File: config.mk
export PLATFORM = sky130hd
export DESIGN_NAME = dma_cmd_queue_flat
export DESIGN_NICKNAME = d
export VERILOG_FILES = /design/src/rtl/dma_cmd_queue_if.sv /design/src/rtl/dma_cmd_queue.sv /design/src/flat_wrapper.sv
export SDC_FILE = /design/constraint.sdc
export NUM_CORES = 1
export LEC_CHECK = 0
export CORE_MARGIN = 5
export CORE_UTILIZATION = 60
export DETAILED_ROUTE_END_ITERATION = 12
export DONT_BUFFER_PORTS = 1
export PLACE_DENSITY = 0.87
export SETUP_SLACK_MARGIN = 0.15
export SLEW_MARGIN = 10
export SYNTH_ARGS = -nofsm -noshare
export SYNTH_HDL_FRONTEND = slang
export SYNTH_SLANG_ARGS = --single-unit
export TNS_END_PERCENT = 100
File: constraint.sdc
create_clock -name clk -period 2.6 [get_ports clk]
set_input_delay 0.52 -clock clk [delete_from_list [all_inputs] [get_ports clk]]
set_output_delay 0.52 -clock clk [all_outputs]
set_load 0.01 [all_outputs]
File: src/rtl/dma_cmd_queue_if.sv
// Processor-side and dma-side signals of the DMA command queue, bundled.
// The master modport is the processor/dma environment; slave is the queue.
interface dma_cmd_queue_if #(
    parameter int DEPTH = 4
);
    localparam int LW = $clog2(DEPTH) + 1;

    logic          push;
    logic [31:0]   push_desc;
    logic [1:0]    push_cmd;
    logic          push_ready;
    logic [LW-1:0] level;
    logic          dreq;
    logic [1:0]    cmd;
    logic [31:0]   desc_out;
    logic          desc_oe;
    logic          ddone;
    logic          busy;
    logic          done_pulse;
    logic [7:0]    completed;
    logic          timeout_err;
    logic          push_err;

    modport master (
        output push, push_desc, push_cmd, ddone,
        input  push_ready, level, dreq, cmd, desc_out, desc_oe,
               busy, done_pulse, completed, timeout_err, push_err
    );

    modport slave (
        input  push, push_desc, push_cmd, ddone,
        output push_ready, level, dreq, cmd, desc_out, desc_oe,
               busy, done_pulse, completed, timeout_err, push_err
    );
endinterface

File: src/rtl/dma_cmd_queue.sv
// Descriptor FIFO plus issue sequencer feeding the dma engine one transfer
// at a time over the dreq / cmd / databus handshake, with timeout abort.
module dma_cmd_queue #(
    parameter int DEPTH   = 4,
    parameter int TIMEOUT = 64
) (
    input  logic           clk,
    input  logic           reset_n,
    dma_cmd_queue_if.slave bus
);
    localparam int PW = $clog2(DEPTH);
    localparam int LW = PW + 1;
    localparam int CW = $clog2(TIMEOUT);
    localparam logic [1:0] CMD_RSVD = 2'b11;

    typedef enum logic [2:0] {
        S_IDLE,
        S_SETUP,
        S_REQ,
        S_WAIT,
        S_RELEASE
    } state_t;

    // Each FIFO entry holds {cmd, descriptor}.
    logic [33:0]   r_mem [DEPTH];
    logic [PW-1:0] r_wr_ptr;
    logic [PW-1:0] r_rd_ptr;
    logic [LW-1:0] r_level;
    logic          r_push_ready;

    state_t        r_state;
    state_t        w_state_next;
    logic [CW-1:0] r_wait_cnt;

    logic          r_dreq;
    logic          r_desc_oe;
    logic          r_busy;
    logic          r_done_pulse;
    logic          r_timeout_err;
    logic          r_push_err;
    logic [31:0]   r_desc_out;
    logic [1:0]    r_cmd;
    logic [7:0]    r_completed;

    logic          w_push_ok;
    logic          w_push_bad;
    logic          w_pop;
    logic          w_success;
    logic          w_abort;
    logic          w_dreq_next;
    logic          w_desc_oe_next;
    logic [LW-1:0] w_level_next;

    assign w_push_ok  = bus.push && r_push_ready &&
                        (bus.push_desc[31:26] != 6'd0) &&
                        (bus.push_cmd != CMD_RSVD);
    assign w_push_bad = bus.push && !w_push_ok;

    // Occupancy after this edge; a simultaneous push and pop cancel out.
    always_comb begin
        w_level_next = r_level;
        if (w_push_ok && !w_pop) begin
            w_level_next = r_level + LW'(1);
        end else if (!w_push_ok && w_pop) begin
            w_level_next = r_level - LW'(1);
        end
    end

    // FIFO pointers and occupancy; pointers wrap naturally since DEPTH is 2^PW.
    always_ff @(posedge clk) begin
        if (!reset_n) begin
            r_wr_ptr     <= '0;
            r_rd_ptr     <= '0;
            r_level      <= '0;
            r_push_ready <= 1'b1;
        end else begin
            if (w_push_ok) begin
                r_wr_ptr <= r_wr_ptr + PW'(1);
            end
            if (w_pop) begin
                r_rd_ptr <= r_rd_ptr + PW'(1);
            end
            r_level      <= w_level_next;
            r_push_ready <= (w_level_next != LW'(DEPTH));
        end
    end

    // FIFO storage; contents need no reset because the pointers define validity.
    always_ff @(posedge clk) begin
        if (w_push_ok) begin
            r_mem[r_wr_ptr] <= {bus.push_cmd, bus.push_desc};
        end
    end

    // Issue sequencer state register.
    always_ff @(posedge clk) begin
        if (!reset_n) begin
            r_state <= S_IDLE;
        end else begin
            r_state <= w_state_next;
        end
    end

    // Next state, pop/finish decisions and next values of the bus strobes.
    // WAIT lasts at most TIMEOUT-1 cycles so dreq (REQ + WAIT) is high for
    // exactly TIMEOUT cycles on an abort; ddone wins over the timeout.
    always_comb begin
        w_state_next = r_state;
        w_pop        = 1'b0;
        w_success    = 1'b0;
        w_abort      = 1'b0;
        case (r_state)
            S_IDLE: begin
                if (r_level != '0) begin
                    w_pop        = 1'b1;
                    w_state_next = S_SETUP;
                end
            end
            S_SETUP:   w_state_next = S_REQ;
            S_REQ:     w_state_next = S_WAIT;
            S_WAIT: begin
                if (bus.ddone) begin
                    w_success    = 1'b1;
                    w_state_next = S_RELEASE;
                end else if (r_wait_cnt == CW'(TIMEOUT - 2)) begin
                    w_abort      = 1'b1;
                    w_state_next = S_RELEASE;
                end
            end
            S_RELEASE: w_state_next = S_IDLE;
            default:   w_state_next = S_IDLE;
        endcase
        w_dreq_next    = (w_state_next == S_REQ)   || (w_state_next == S_WAIT);
        w_desc_oe_next = (w_state_next == S_SETUP) || (w_state_next == S_REQ);
    end

    // Registered outputs, issue registers, counters and sticky error flags.
    // busy follows the state one cycle late so it stays up through RELEASE.
    always_ff @(posedge clk) begin
        if (!reset_n) begin
            r_dreq        <= 1'b0;
            r_desc_oe     <= 1'b0;
            r_busy        <= 1'b0;
            r_done_pulse  <= 1'b0;
            r_completed   <= '0;
            r_timeout_err <= 1'b0;
            r_push_err    <= 1'b0;
            r_desc_out    <= '0;
            r_cmd         <= '0;
            r_wait_cnt    <= '0;
        end else begin
            r_dreq       <= w_dreq_next;
            r_desc_oe    <= w_desc_oe_next;
            r_busy       <= (r_state != S_IDLE);
            r_done_pulse <= w_success;
            if (w_success) begin
                r_completed <= r_completed + 8'd1;
            end
            if (w_abort) begin
                r_timeout_err <= 1'b1;
            end
            if (w_push_bad) begin
                r_push_err <= 1'b1;
            end
            if (w_pop) begin
                {r_cmd, r_desc_out} <= r_mem[r_rd_ptr];
            end
            if (r_state == S_WAIT) begin
                r_wait_cnt <= r_wait_cnt + CW'(1);
            end else begin
                r_wait_cnt <= '0;
            end
        end
    end

    assign bus.push_ready  = r_push_ready;
    assign bus.level       = r_level;
    assign bus.dreq        = r_dreq;
    assign bus.cmd         = r_cmd;
    assign bus.desc_out    = r_desc_out;
    assign bus.desc_oe     = r_desc_oe;
    assign bus.busy        = r_busy;
    assign bus.done_pulse  = r_done_pulse;
    assign bus.completed   = r_completed;
    assign bus.timeout_err = r_timeout_err;
    assign bus.push_err    = r_push_err;
endmodule

File: src/flat_wrapper.sv
// flat-port wrapper written by rule: the top's interface ports become plain ports
module dma_cmd_queue_flat 
#(
    parameter int DEPTH   = 4,
    parameter int TIMEOUT = 64
)
  (clk, reset_n, bus_push, bus_push_desc, bus_push_cmd, bus_ddone, bus_push_ready, bus_level, bus_dreq, bus_cmd, bus_desc_out, bus_desc_oe, bus_busy, bus_done_pulse, bus_completed, bus_timeout_err, bus_push_err);
  dma_cmd_queue_if #(.DEPTH(DEPTH)) bus_i ();
  input  logic clk;
  input  logic reset_n;
  input wire logic [$bits(bus_i.push)-1:0] bus_push;
  input wire logic [$bits(bus_i.push_desc)-1:0] bus_push_desc;
  input wire logic [$bits(bus_i.push_cmd)-1:0] bus_push_cmd;
  input wire logic [$bits(bus_i.ddone)-1:0] bus_ddone;
  output wire logic [$bits(bus_i.push_ready)-1:0] bus_push_ready;
  output wire logic [$bits(bus_i.level)-1:0] bus_level;
  output wire logic [$bits(bus_i.dreq)-1:0] bus_dreq;
  output wire logic [$bits(bus_i.cmd)-1:0] bus_cmd;
  output wire logic [$bits(bus_i.desc_out)-1:0] bus_desc_out;
  output wire logic [$bits(bus_i.desc_oe)-1:0] bus_desc_oe;
  output wire logic [$bits(bus_i.busy)-1:0] bus_busy;
  output wire logic [$bits(bus_i.done_pulse)-1:0] bus_done_pulse;
  output wire logic [$bits(bus_i.completed)-1:0] bus_completed;
  output wire logic [$bits(bus_i.timeout_err)-1:0] bus_timeout_err;
  output wire logic [$bits(bus_i.push_err)-1:0] bus_push_err;
  assign bus_i.push = bus_push;
  assign bus_i.push_desc = bus_push_desc;
  assign bus_i.push_cmd = bus_push_cmd;
  assign bus_i.ddone = bus_ddone;
  assign bus_push_ready = bus_i.push_ready;
  assign bus_level = bus_i.level;
  assign bus_dreq = bus_i.dreq;
  assign bus_cmd = bus_i.cmd;
  assign bus_desc_out = bus_i.desc_out;
  assign bus_desc_oe = bus_i.desc_oe;
  assign bus_busy = bus_i.busy;
  assign bus_done_pulse = bus_i.done_pulse;
  assign bus_completed = bus_i.completed;
  assign bus_timeout_err = bus_i.timeout_err;
  assign bus_push_err = bus_i.push_err;
  dma_cmd_queue #(.DEPTH(DEPTH), .TIMEOUT(TIMEOUT)) u_core (.clk(clk), .reset_n(reset_n), .bus(bus_i));
endmodule
* Yosys cells after proc, flatten, opt, wreduce, memory -nomap -nowiden *
Memory sizes are Yosys's and may differ from the RTL's. A register that Yosys moved wholly into a read port is not among the register bits.
Index checks and enable logic that the tools add are counted.

storage, ports and cells
  memories kept = 1
  logic and storage cells = 60
  input bits = 38
  memory bits (writable) = 136
  register bits after elaboration = 31

memories
  name          depth  bits a word  rd ports  clocked after memory_dff  wr ports  RTL line             source
  u_core.r_mem  4      34           1         1                         1         dma_cmd_queue.sv:25  logic [33:0] r_mem [DEPTH];

operators by class
  multiplexer cells = 15
  reductions and logical operators = 16
  equal/unequal tests = 9
  add/sub/neg operators = 6

operator list
  operator                                                                number
  3-bit two-way mux                                                       5
  3-bit by 2-bit equality test with 1-bit output (second input constant)  4
  3-bit one-hot mux with 4 select lines                                   1
  1-bit two-way mux                                                       9
  8-bit by 1-bit adder with 8-bit output (second input constant)          1
  6-bit by 1-bit adder with 6-bit output (second input constant)          1
  3-bit by 1-bit equality test with 1-bit output (second input constant)  2
  6-bit equality test (second input constant)                             1
  1-bit logical AND                                                       6
  3-bit nonzero test                                                      2
  6-bit nonzero test                                                      1
  2-bit by 1-bit adder with 2-bit output (second input constant)          2
  3-bit by 1-bit adder with 3-bit output (second input constant)          1
  1-bit logical NOT                                                       3
  3-bit logical NOT                                                       1
  3-bit != test (second input constant)                                   1
  3-bit by 1-bit subtractor with 3-bit output (second input constant)     1
  1-bit logical OR                                                        2
  2-bit != test (second input constant)                                   1
  2-bit AND reduction                                                     1

* Logic depth before layout (Yosys ltp) *
Gate-level depths: netlist (run 1).

  word-level depth = 8
  depth in mapped cells = 8

* Worst setup path before layout (run 1) *
No wires, ideal clock.

  path type = input to register
  start point = input bus_push_cmd[0]
  end point = memory u_core.r_mem[1][0] (enable)
  data required time = 2.206 ns
  stages on the path = 4
  setup slack = 0.190 ns
  data arrival time = 2.016 ns
  buffers on the path = 1
  cell sequence = and2_1 a211oi_2 buf_4 and2_1

between the ends
  longest elaborated chain between the ends = 4

RTL lines
  element                                  RTL line             source
  start: declaration                       flat_wrapper.sv:13   input wire logic [$bits(bus_i.push_cmd)-1:0] bus_push_cmd;
  2-bit != test                            dma_cmd_queue.sv:56  (bus.push_cmd != CMD_RSVD);
  1-bit logical AND                        dma_cmd_queue.sv:55  (bus.push_desc[31:26] != 6'd0) &&
  1-bit two-way mux                        dma_cmd_queue.sv:90  if (w_push_ok) begin
  1-bit two-way mux (not written as such)  dma_cmd_queue.sv:91  r_mem[r_wr_ptr] <= {bus.push_cmd, bus.push_desc};
  end: declaration                         dma_cmd_queue.sv:25

No other way between the ends.

* Final worst setup path (run 1) *
  start point = register u_core.r_push_ready (netlist: u_core.bus.push_ready)
  end point = memory u_core.r_mem[2][29] (enable)

between the ends
  longest elaborated chain between the ends = 5

RTL lines
  element                                  RTL line             source
  start: declaration                       dma_cmd_queue.sv:29  logic r_push_ready;
  start signal: assignment                 dma_cmd_queue.sv:84  r_push_ready <= (w_level_next != LW'(DEPTH));
  1-bit logical AND (2 in a row)           dma_cmd_queue.sv:54  assign w_push_ok = bus.push && r_push_ready &&
  1-bit logical AND                        dma_cmd_queue.sv:55
  1-bit two-way mux                        dma_cmd_queue.sv:90
  1-bit two-way mux (not written as such)  dma_cmd_queue.sv:91

No other way between the ends.

==> results of run 1 <==
[worst register-to-register path, cell delays in order, from the launching register on]
cell and delay, ns:
dfxtp_1 0.38, nand2_1 0.13, a211oi_2 0.31, and2_2 0.84
[routing by layer]
| layer | GRT usage, % | part of all wire (%) | vias to the layer above |
|---|---|---|---|
| met5 | 0 | 0 | - |
| met4 | 4.27 | 1.7 | 0 |
| li1 | - | - | 1795 |
| met2 | 32.7 | 50 | 127 |
| met3 | 7.01 | 11 | 17 |
| met1 | 23.3 | 38 | 1910 |
[cells in the final DEF (no fill, tap or decap), types with 2 or more instances in the layout]
| cell | count |
|---|---|
| and2_1 | 2 |
| xnor2_1 | 6 |
| nor4_1 | 2 |
| nand4_1 | 2 |
| inv_6 | 2 |
| dfxtp_1 | 63 |
| nand2_1 | 73 |
| mux4_2 | 34 |
| a21oi_1 | 36 |
| nand3_2 | 2 |
| edfxtp_1 | 136 |
| clkinv_1 | 2 |
| xor2_1 | 9 |
| clkbuf_1 | 2 |
| dfxtp_2 | 2 |
| nor3_1 | 3 |
| nand3_1 | 4 |
| o21ai_1 | 2 |
| buf_4 | 9 |
| and3_1 | 4 |
| ha_1 | 10 |
| and2_2 | 4 |
| clkinv_2 | 5 |
| clkbuf_8 | 4 |
| clkbuf_16 | 21 |
| inv_1 | 8 |
| nor2_1 | 33 |
[report_power, final]
group	internal (W)	switching (W)	leakage, nW
Clock	0.00162	0.00116	0.326
Combinational	0.000798	0.00103	0.702
Sequential	0.00391	0.000496	1.77
[worst max path at each step]
| stage | start | cells after the start | slack, ns | end |
|---|---|---|---|---|
| CTS | u_core.bus.push_ready$_SDFF_PN1_ | 3 | 0.51 | u_core.r_mem[2][30]$_DFFE_PP_ |
| detailed placement | bus_push | 3 | 0.40 | u_core.r_mem[2][22]$_DFFE_PP_ |
| global placement | bus_push | 3 | 0.45 | u_core.r_mem[1][22]$_DFFE_PP_ |
| global route | u_core.bus.push_ready$_SDFF_PN1_ | 3 | 0.37 | u_core.r_mem[2][30]$_DFFE_PP_ |
| finish | u_core.bus.push_ready$_SDFF_PN1_ | 3 | 0.53 | u_core.r_mem[2][29]$_DFFE_PP_ |
| floorplan | bus_push_cmd[0] | 4 | 0.19 | u_core.r_mem[1][0]$_DFFE_PP_ |
[stage by stage]
stage                     util (%)  std cells
after global placement        63.3        635
after floorplan                  -        479
final                         68.7        673
after CTS                     68.7        673
after detailed placement      63.3        635
after global routing          68.7        673
[sequential cells by signal, summed over array words and instances (netlist names)]
signal and flops:
u_core.bus.busy 1, u_core.bus.cmd 2, u_core.bus.completed 8, u_core.bus.desc_oe 1, u_core.bus.desc_out 32, u_core.bus.done_pulse 1, u_core.bus.dreq 1, u_core.bus.level 3
u_core.bus.push_err 1, u_core.bus.push_ready 1, u_core.bus.timeout_err 1, u_core.r_mem 136, u_core.r_rd_ptr 2, u_core.r_state 3, u_core.r_wait_cnt 6, u_core.r_wr_ptr 2
[layout make-up]
type,instances,area share (%)
clock buffers,28,7.13
repair buffers,10,1.05
flip-flops and latches,201,64.5
well taps,168,2.52
multi-input cells,247,23.7
inverters,9,0.404
clock inverters,10,0.689
[cells by family after synthesis]
logic type	Yosys count	synth area share [%]
multiplexers	37	10.8
buffers and inverters	31	2.08
flip-flops	201	71.6
adder cells (fa/ha/maj)	10	1.66
XOR/XNOR	15	1.75
AND/OR/NAND/NOR	140	8.72
AO/OA/AOI/OAI	45	3.31
==> run_results.csv, run 1 <==
group,metric,value,unit
final_layout,antennaDiodeCount,0,
status,status,"completed",
hold_path,hold_class,"in -> reg",
logic_synthesis,synth.distinct_cells,43,
clocking,clock_path_buffers,3,
logic_synthesis,synthTopCellsByCount,"edfxtp_1 (136), nand2_1 (73), dfxtp_1 (65), a21oi_1 (36), mux4_2 (34)",
logic_synthesis,synth_area_leader_cell,"edfxtp_1",
power_and_ir_drop,power,0.00900,W
sta,fin_setup_tns,0,ns
power_and_ir_drop,ir_worst_vdd,0.000606,V
logic_synthesis,syn-num-nets,527,
logic_synthesis,yosys-top-cells-area,"edfxtp_1 (54%), dfxtp_1 (17%), mux4_2 (10%), nand2_1 (3.6%), a21oi_1 (2.4%)",
grt,antenna_found_initial,0,
clocking,postCtsSetupBuffers,0,
critical_path,slowest_delay,0.84,ns
sta,whs,0.124,ns
sta,grt_setup_unrepaired,"false",
detailed_routing,drtIter0Drc,276,
critical_path,r2r-end,"u_core.r_mem[2][29]$_DFFE_PP_",
clocking,htreeDepth,1,
final_layout,drive_gt1_share,19.2,%
critical_path,critPathCaptureType,"register",
critical_path,regToRegSetupSlack,0.53,ns
final_layout,multi_input_area,1980,sq um
final_layout,seqCellArea,5390,sq um
hold_path,hold_end,"u_core.r_mem[1][8]$_DFFE_PP_",
clocking,cts_root_buf,"clkbuf_16",
critical_path,cpMaxStageDelayCell,"and2_2",
die,fp.dieW,122,um
sta,worst_slew_pin_slew,0.972,ns
logic_synthesis,ys_seq_elements,201,
grt,grt_overflow_total,0,
clocking,cts_tree,"built",
power_and_ir_drop,power_leakage,2.80,nW
die,initial_core_util,61.8,%
placement,globalplace.congestion,0.743,
run,maxCapViolCount,0,
sta,finalHoldViolations,0,
die,die_height,122,um
sta,max_freq,482,MHz
die,boundaryPins,90,
grt,grt_pass1_vias,4065,
clocking,hold_buffers,0,
placement,place_hpwl,8.68,mm
placement,numPortBuffers,0,
detailed_routing,dr.pass1.iters,5,
final_layout,fillers,800,
final_layout,fin_nets,538,
critical_path,critPathArrivalTime,2.18,ns
logic_synthesis,ys_warn_count,0,
critical_path,cp_top_family,"simple AND/OR/NAND/NOR gates",
hold_path,holdPathStages,0,
critical_path,crit_path_start_kind,"register",
logic_synthesis,syn-cell-area,7520,sq um
detailed_routing,wl_per_cell,20.2,um
critical_path,r2r_cells,3,
sta,maxSlewViolCount,0,
logic_synthesis,ys.flop_type,"edfxtp_1",
critical_path,path_cells,"nand2_1 > a211oi_2 > and2_2",
final_layout,area_delta_synth_final,11.2,%
logic_synthesis,synth-async-reset-ratio,0,%
sta,setup-violations-final,0,
critical_path,cp_max_fo,34,
critical_path,path_class,"reg -> reg",
detailed_routing,ant_nets,0,
clocking,clkTransAtPathRegs,0.06,ns
grt,grt_max_degree,42,
sta,slew_headroom,35.2,%
sta,fin_crit_sh,79.8,%
detailed_routing,vias_per_cell,5.72,
grt,grtUsageTotal,19.1,%
logic_synthesis,post-synth-top-count-cell,"edfxtp_1",
detailed_routing,via_count,3849,
detailed_routing,drt_wl_total,13.6,mm
die,design.core.area,12200,sq um
grt,grt_pass1_wl,22.0,mm
critical_path,r2r_start,"u_core.bus.push_ready$_SDFF_PN1_",
logic_synthesis,synth_top_area_share,54.3,%
final_layout,final_area,8350,sq um
detailed_routing,drc,0,
logic_synthesis,seq_area_frac_synth,71.6,%
sta,fin_crit,2.07,ns
critical_path,worst-path-buf-inv,0,
placement,post-place-ws,0.404,ns
logic_synthesis,syn_inst,479,
sta,setup_ws,0.526,ns
clocking,cts_num_sinks,201,
critical_path,required,2.70,ns
hold_path,min-delay-start,"bus_push_desc[8]",
clocking,post_cts_resized,0,
placement,post_dp_cell_area,7700,sq um
die,die_area,14900,sq um
clocking,cts_made_buffers,21,
sta,finClkSkew,0.0131,ns
clocking,clkLatencyLatePin,0.49,ns
logic_synthesis,synth_edf_count,136,
logic_synthesis,syn_area_per_cell,15.7,sq um
die,rows,40,
power_and_ir_drop,p_per_area,1080,nW/um^2
Note: power is estimated with default switching activity, not from simulation.
==> run 2, diff against run 1 <==
--- a/config.mk
+++ b/config.mk
@@ -6,10 +6,10 @@
 export NUM_CORES = 1
 export LEC_CHECK = 0
 export CORE_MARGIN = 5
-export CORE_UTILIZATION = 60
+export CORE_UTILIZATION = 56
 export DETAILED_ROUTE_END_ITERATION = 12
 export DONT_BUFFER_PORTS = 1
-export PLACE_DENSITY = 0.87
+export PLACE_DENSITY = 0.85
 export SETUP_SLACK_MARGIN = 0.15
 export SLEW_MARGIN = 10
 export SYNTH_ARGS = -nofsm -noshare
==> constraint.sdc (replaced) <==
create_clock -name clk -period 1.8 [get_ports clk]
set_input_delay 0.36 -clock clk [delete_from_list [all_inputs] [get_ports clk]]
set_output_delay 0.36 -clock clk [all_outputs]
set_load 0.01 [all_outputs]
==> run 2 against run 1 <==
Effect of this change: sequential share of layout area fell by 5.1 points; register-to-register slack got worse by 0.34 ns; wire length grew 15%.
==> run_results.csv, run 2 (synthesis results as in run 1) <==
group,metric,value,unit
power_and_ir_drop,ir_worst_vdd,0.000979,V
clocking,cts_num_sinks,201,
critical_path,r2r_cells,5,
power_and_ir_drop,p_per_area,1530,nW/um^2
final_layout,fillers,834,
detailed_routing,ant_nets,0,
final_layout,regMostFlops,"u_core.r_mem",
grt,grt_pass1_vias,4531,
sta,slew_headroom,66.7,%
detailed_routing,wl_per_cell,21.4,um
sta,whs,0.0152,ns
sta,worst_slew_pin_slew,0.498,ns
sta,finClkSkew,0.00966,ns
critical_path,crit_path_start_kind,"register",
power_and_ir_drop,switchingPower,0.00409,W
critical_path,cp_max_fo,7,
die,boundaryPins,90,
critical_path,regToRegSetupSlack,0.18,ns
placement,place_hpwl,9.82,mm
power_and_ir_drop,pwr-share-clk,30.1,%
final_layout,drive_gt1_share,21.5,%
clocking,cts_made_buffers,20,
final_layout,largest_register_ffs,136,
die,fp.dieW,126,um
clocking,htreeDepth,1,
power_and_ir_drop,seq_power_share,45.1,%
final_layout,layout_commonest_cell,"edfxtp_1",
sta,max_freq,619,MHz
critical_path,critPathCaptureType,"register",
grt,grt_overflow_total,0,
final_layout,layout_common_cells,"edfxtp_1 (136), nand2_1 (73), dfxtp_1 (61), a21oi_1 (35)",
detailed_routing,drt_wl_total,15.7,mm
clocking,cts_root_buf,"clkbuf_16",
sta,finalHoldViolations,0,
hold_path,min-delay-start,"bus_ddone",
detailed_routing,drc,0,
hold_path,holdPathStages,2,
grt,grt_pass1_wl,24.8,mm
critical_path,path_class,"reg -> reg",
final_layout,antennaDiodeCount,0,
power_and_ir_drop,switching_share,29.5,%
grt,grtUsageTotal,19.5,%
critical_path,critPathArrivalTime,1.97,ns
final_layout,fin_nets,592,
placement,globalplace.congestion,0.757,
placement,post_dp_cell_area,7980,sq um
die,initial_core_util,57.0,%
die,design.core.area,13200,sq um
critical_path,required,2.16,ns
sta,setup-violations-final,0,
hold_path,hold_end,"u_core.r_state[2]$_SDFF_PN0_",
sta,fin_crit,1.62,ns
die,die_height,126,um
grt,grt_max_degree,32,
critical_path,r2r-end,"u_core.bus.push_ready$_SDFF_PN1_",
grt,antenna_found_initial,0,
die,rows,42,
power_and_ir_drop,p_int,0.00978,W
run,maxCapViolCount,0,
sta,fin_crit_sh,89.8,%
power_and_ir_drop,power_leakage,3.13,nW
placement,post-place-ws,-0.0769,ns
detailed_routing,via_count,4171,
die,die_area,15800,sq um
detailed_routing,drtIter0Drc,381,
placement,place_inst,660,
placement,numPortBuffers,0,
detailed_routing,vias_per_cell,5.68,
hold_path,hold_class,"in -> reg",
final_layout,area_delta_synth_final,20.9,%
sta,maxSlewViolCount,0,
detailed_routing,dr.pass1.iters,4,
sta,setup_ws,0.184,ns
status,status,"completed",
final_layout,fin_util,68.9,%
power_and_ir_drop,combPwrFrac,24.8,%
critical_path,r2r_start,"u_core.r_state[2]$_SDFF_PN0_",
clocking,cts_tree,"built",
clocking,clock_path_buffers,3,
sta,grt_setup_unrepaired,"true",
final_layout,fin_cells,734,
clocking,clkTransAtPathRegs,0.07,ns
final_layout,final_area,9080,sq um
clocking,clkLatencyLatePin,0.48,ns
-- run 2: cell types whose count changed in the layout (fill, tap and decap cells not counted), moves of 2 or more --
cell / change
clkbuf_8: +3
inv_6: -2
clkinv_2: -3
buf_12: +12
buf_4: +7
dlygate4sd3_1: +34
and2_2: -4
dfxtp_1: -2
and2_4: +5
-- run 2: final cells by class --
| class | instances | area, sq um | share of cell area [%] |
|---|---|---|---|
| well taps | 176 | 220 | 2.42 |
| clock buffers | 31 | 633 | 6.97 |
| clock inverters | 5 | 47.5 | 0.523 |
| repair buffers | 65 | 747 | 8.22 |
| inverters | 9 | 33.8 | 0.372 |
| flip-flops and latches | 201 | 5390 | 59.4 |
| multi-input cells | 247 | 2010 | 22.1 |
-- run 2: worst max path at each step --
stage / slack, ns / depth (start not counted) / start / to
finish: 0.18 / 5 / u_core.r_state[2]$_SDFF_PN0_ / u_core.bus.push_ready$_SDFF_PN1_
global route: 0.11 / 7 / u_core.bus.level[0]$_SDFF_PN0_ / u_core.bus.level[1]$_SDFF_PN0_
CTS: 0.16 / 4 / u_core.r_rd_ptr[0]$_SDFFE_PN0P_ / u_core.bus.desc_out[31]$_SDFFE_PN0P_
detailed placement: -0.08 / 5 / bus_push_desc[30] / u_core.r_mem[2][26]$_DFFE_PP_
global placement: -0.06 / 5 / bus_push_desc[27] / u_core.r_mem[2][27]$_DFFE_PP_
floorplan: 0.14 / 4 / bus_push_cmd[0] / u_core.r_mem[0][0]$_DFFE_PP_
-- run 2: critical path: stages (launching register included) --
cell	delay [ns]
dfxtp_1	0.38
or3_4	0.45
o21ai_1	0.17
mux2_4	0.19
mux2i_4	0.22
o31ai_1	0.09
-- run 2: layer usage --
| layer | wire length [um] | GRT usage, % | vias up |
|---|---|---|---|
| li1 | - | - | 1904 |
| met1 | 6220 | 25.0 | 2119 |
| met2 | 8180 | 34.5 | 128 |
| met5 | 0 | 0 | - |
| met3 | 1060 | 5.08 | 20 |
| met4 | 213 | 3.41 | 0 |
-- run 2: metrics by stage --
stage | TNS [ns] | total power [W]
3_5_place_dp | -6.22 | 0.00939
5_1_grt | 0 | 0.0145
6_report | 0 | 0.0139
2_1_floorplan | 0 | 0.00843
3_3_place_gp | -5.00 | 0.00921
4_1_cts | 0 | 0.0138
-- run 2: timing repair --
| item | CTS | global route |
|---|---|---|
| pin swaps | 2 | 1 |
| buffers inserted | 3 | 1 |
| endpoints found under the setup margin | 136 | 28 |
| endpoints found under the hold margin | 136 | 0 |
| hold buffers | 34 | 0 |
| gates resized for setup | 2 | 6 |
-- run 2: power by group through the flow --
stage,logic [W],clock network (W),registers (W)
3_5_place_dp,0.00306,0,0.00634
5_1_grt,0.00375,0.00446,0.00633
4_1_cts,0.00332,0.00424,0.00625
3_3_place_gp,0.00292,0,0.00629
2_1_floorplan,0.00225,0,0.00618
6_report,0.00344,0.00417,0.00625
==> run 3, diff against run 2 <==
--- a/config.mk
+++ b/config.mk
@@ -5,11 +5,12 @@
 export SDC_FILE = /design/constraint.sdc
 export NUM_CORES = 1
 export LEC_CHECK = 0
+export ABC_CLOCK_PERIOD_IN_PS = 1500
 export CORE_MARGIN = 5
-export CORE_UTILIZATION = 56
+export CORE_UTILIZATION = 60
 export DETAILED_ROUTE_END_ITERATION = 12
 export DONT_BUFFER_PORTS = 1
-export PLACE_DENSITY = 0.85
+export PLACE_DENSITY = 0.87
 export SETUP_SLACK_MARGIN = 0.15
 export SLEW_MARGIN = 10
 export SYNTH_ARGS = -nofsm -noshare
==> constraint.sdc (replaced) <==
create_clock -name clk -period 1.5 [get_ports clk]
set_input_delay 0.3 -clock clk [delete_from_list [all_inputs] [get_ports clk]]
set_output_delay 0.3 -clock clk [all_outputs]
set_load 0.01 [all_outputs]
==> run 3 against run 2 <==
Effect of this change: the flow now finishes with violations (setup timing); clock skew rose by 0.0091 ns; wire length up 43%; power increased by 44%; via count up 19%; final cell count up 4.9%; sequential share of layout area down 6.2 points; first-iteration DRC count grew 44%; critical endpoint is now u_core.r_mem[1][1]$_DFFE_PP_; largest power group unchanged.
==> run_results.csv, run 3 (synthesis results as in run 1) <==
group,metric,value,unit
status,status,"finished with violations",
status,violations,"setup timing",
clocking,clkLatencyLatePin,0.49,ns
die,boundaryPins,90,
grt,antenna_found_initial,0,
detailed_routing,wl_per_cell,29.2,um
final_layout,area_delta_synth_final,35.3,%
sta,maxSlewViolCount,0,
hold_path,hold_class,"in -> reg",
sta,max_freq,615,MHz
final_layout,regMostFlops,"u_core.r_mem",
clocking,htreeDepth,1,
hold_path,hold_end,"u_core.bus.level[2]$_SDFF_PN0_",
critical_path,path_cells,"nand2_4 > a211oi_4 > buf_6 > and2_4 > buf_12 > buf_8",
critical_path,regToRegSetupSlack,-0.12,ns
final_layout,layout_common_cells,"edfxtp_1 (136), dfxtp_1 (55), nand2_1 (41), dlygate4sd3_1 (36), mux4_2 (34)",
final_layout,fin_nets,636,
grt,grtUsageTotal,26.7,%
critical_path,path_class,"reg -> reg",
final_layout,largest_register_ffs,136,
critical_path,cp_max_fo,7,
placement,globalplace.congestion,0.783,
sta,fin_setup_tns,-7.19,ns
clocking,cts_root_buf,"clkbuf_16",
die,die_area,14900,sq um
final_layout,antennaDiodeCount,0,
sta,slew_headroom,59.3,%
final_layout,fin_cells,770,
detailed_routing,via_count,4975,
power_and_ir_drop,p_per_area,1960,nW/um^2
final_layout,layout_commonest_cell,"edfxtp_1",
die,design.core.area,12200,sq um
grt,grt_pass1_vias,4863,
critical_path,cpMaxStageDelayCell,"dfxtp_2",
detailed_routing,vias_per_cell,6.46,
critical_path,cp_top_family,"buffers and inverters",
sta,setup_ws,-0.125,ns
critical_path,cp_num_cells,6,
detailed_routing,drc,0,
final_layout,fillers,510,
detailed_routing,dr.pass1.iters,5,
critical_path,r2r_cells,6,
critical_path,slowest_delay,0.37,ns
hold_path,holdPathStages,2,
die,initial_core_util,61.8,%
die,die_height,122,um
clocking,clock_path_buffers,3,
power_and_ir_drop,power_leakage,3.60,nW
power_and_ir_drop,ir_worst_vdd,0.00138,V
critical_path,required,1.69,ns
clocking,cts_num_sinks,201,
grt,grt_pass1_wl,29.4,mm
clocking,cts_tree,"built",
critical_path,crit_path_start_kind,"register",
critical_path,critPathCaptureType,"register",
sta,finClkSkew,0.0188,ns
die,rows,40,
critical_path,critPathArrivalTime,1.82,ns
detailed_routing,drt_wl_total,22.5,mm
critical_path,r2r-end,"u_core.r_mem[1][1]$_DFFE_PP_",
grt,grt_max_degree,36,
sta,worst_slew_pin_slew,0.605,ns
placement,place_inst,663,
sta,finalHoldViolations,0,
grt,grt_overflow_total,0,
clocking,cts_made_buffers,20,
placement,numPortBuffers,0,
placement,place_hpwl,9.92,mm
hold_path,min-delay-start,"reset_n",
sta,fin_crit,1.62,ns
critical_path,r2r_start,"u_core.bus.push_ready$_SDFF_PN1_",
die,fp.dieW,122,um
detailed_routing,ant_nets,0,
detailed_routing,drtIter0Drc,547,
clocking,clkTransAtPathRegs,0.06,ns
sta,grt_setup_unrepaired,"true",
sta,fin_crit_sh,108,%
final_layout,drive_gt1_share,40.0,%
critical_path,worst-path-buf-inv,3,
run,maxCapViolCount,0,
sta,setup-violations-final,150,
## run 3: how the worst max path moves through the flow
stage / startpoint / end / slack [ns]
2_1_floorplan: bus_push_cmd[0] / u_core.r_mem[0][0]$_DFFE_PP_ / -0.10
3_3_place_gp: bus_push_desc[31] / u_core.bus.push_ready$_SDFF_PN1_ / -0.17
3_5_place_dp: bus_push_desc[31] / u_core.bus.push_ready$_SDFF_PN1_ / -0.24
4_1_cts: u_core.bus.push_ready$_SDFF_PN1_ / u_core.r_mem[1][28]$_DFFE_PP_ / -0.02
5_1_grt: u_core.bus.level[1]$_SDFF_PN0_ / u_core.bus.desc_out[30]$_SDFFE_PN0P_ / -0.14
6_report: u_core.bus.push_ready$_SDFF_PN1_ / u_core.r_mem[1][1]$_DFFE_PP_ / -0.12
## run 3: area by class of cell
type                       instances  area, sq um  share of cell area (%)
sequential                       201         5410                    53.2
multi-input combinational        248         2370                    23.4
timing repair buffer             108         1480                    14.5
clock buffer                      24          547                    5.38
tap                              168          210                    2.07
clock inverter                    12          114                    1.12
inverter                           9         38.8                   0.381
## run 3: what timing repair did
item | in CTS | in global routing
pin swaps | 41 | 20
setup buffers | 19 | 2
gates resized for setup | 94 | 44
endpoints found under the hold margin | 139 | 0
setup endpoints to repair | 184 | 194
cloned | 7 | 7
hold buffers | 36 | 0
## run 3: worst register-to-register path, stage by stage (launching register included)
cell and delay (ns):
dfxtp_2 0.37, nand2_4 0.08, a211oi_4 0.23, buf_6 0.17
and2_4 0.21, buf_12 0.14, buf_8 0.13
## run 3: power breakdown
part / switching [W] / internal, W
clock: 0.00216 / 0.00296
combinational: 0.00366 / 0.00344
sequential: 0.000884 / 0.00679
## run 3: per-layer routing
| metal | up-vias | wire (um) | global-route usage, % |
|---|---|---|---|
| li1 | 1996 | - | - |
| met1 | 2492 | 7560 | 35.1 |
| met2 | 414 | 11500 | 45.6 |
| met3 | 73 | 2590 | 6.04 |
| met4 | 0 | 871 | 6.86 |
| met5 | - | 0 | 0 |
## run 3: metrics by stage
step | total power [W] | cell area (sq um) | utilization (%) | worst slack (ns) | hold WS [ns]
after floorplan | 0.0103 | 7600 | - | -0.105 | 0.399
after global routing | 0.0205 | 10200 | 83.6 | -0.140 | 0.0172
after CTS | 0.0184 | 9840 | 80.9 | -0.0199 | 0.0151
after detailed placement | 0.0115 | 8090 | 66.5 | -0.244 | 0.399
after global placement | 0.0113 | 8090 | 66.5 | -0.169 | 0.399
final | 0.0199 | 10200 | 83.6 | -0.125 | 0.0174
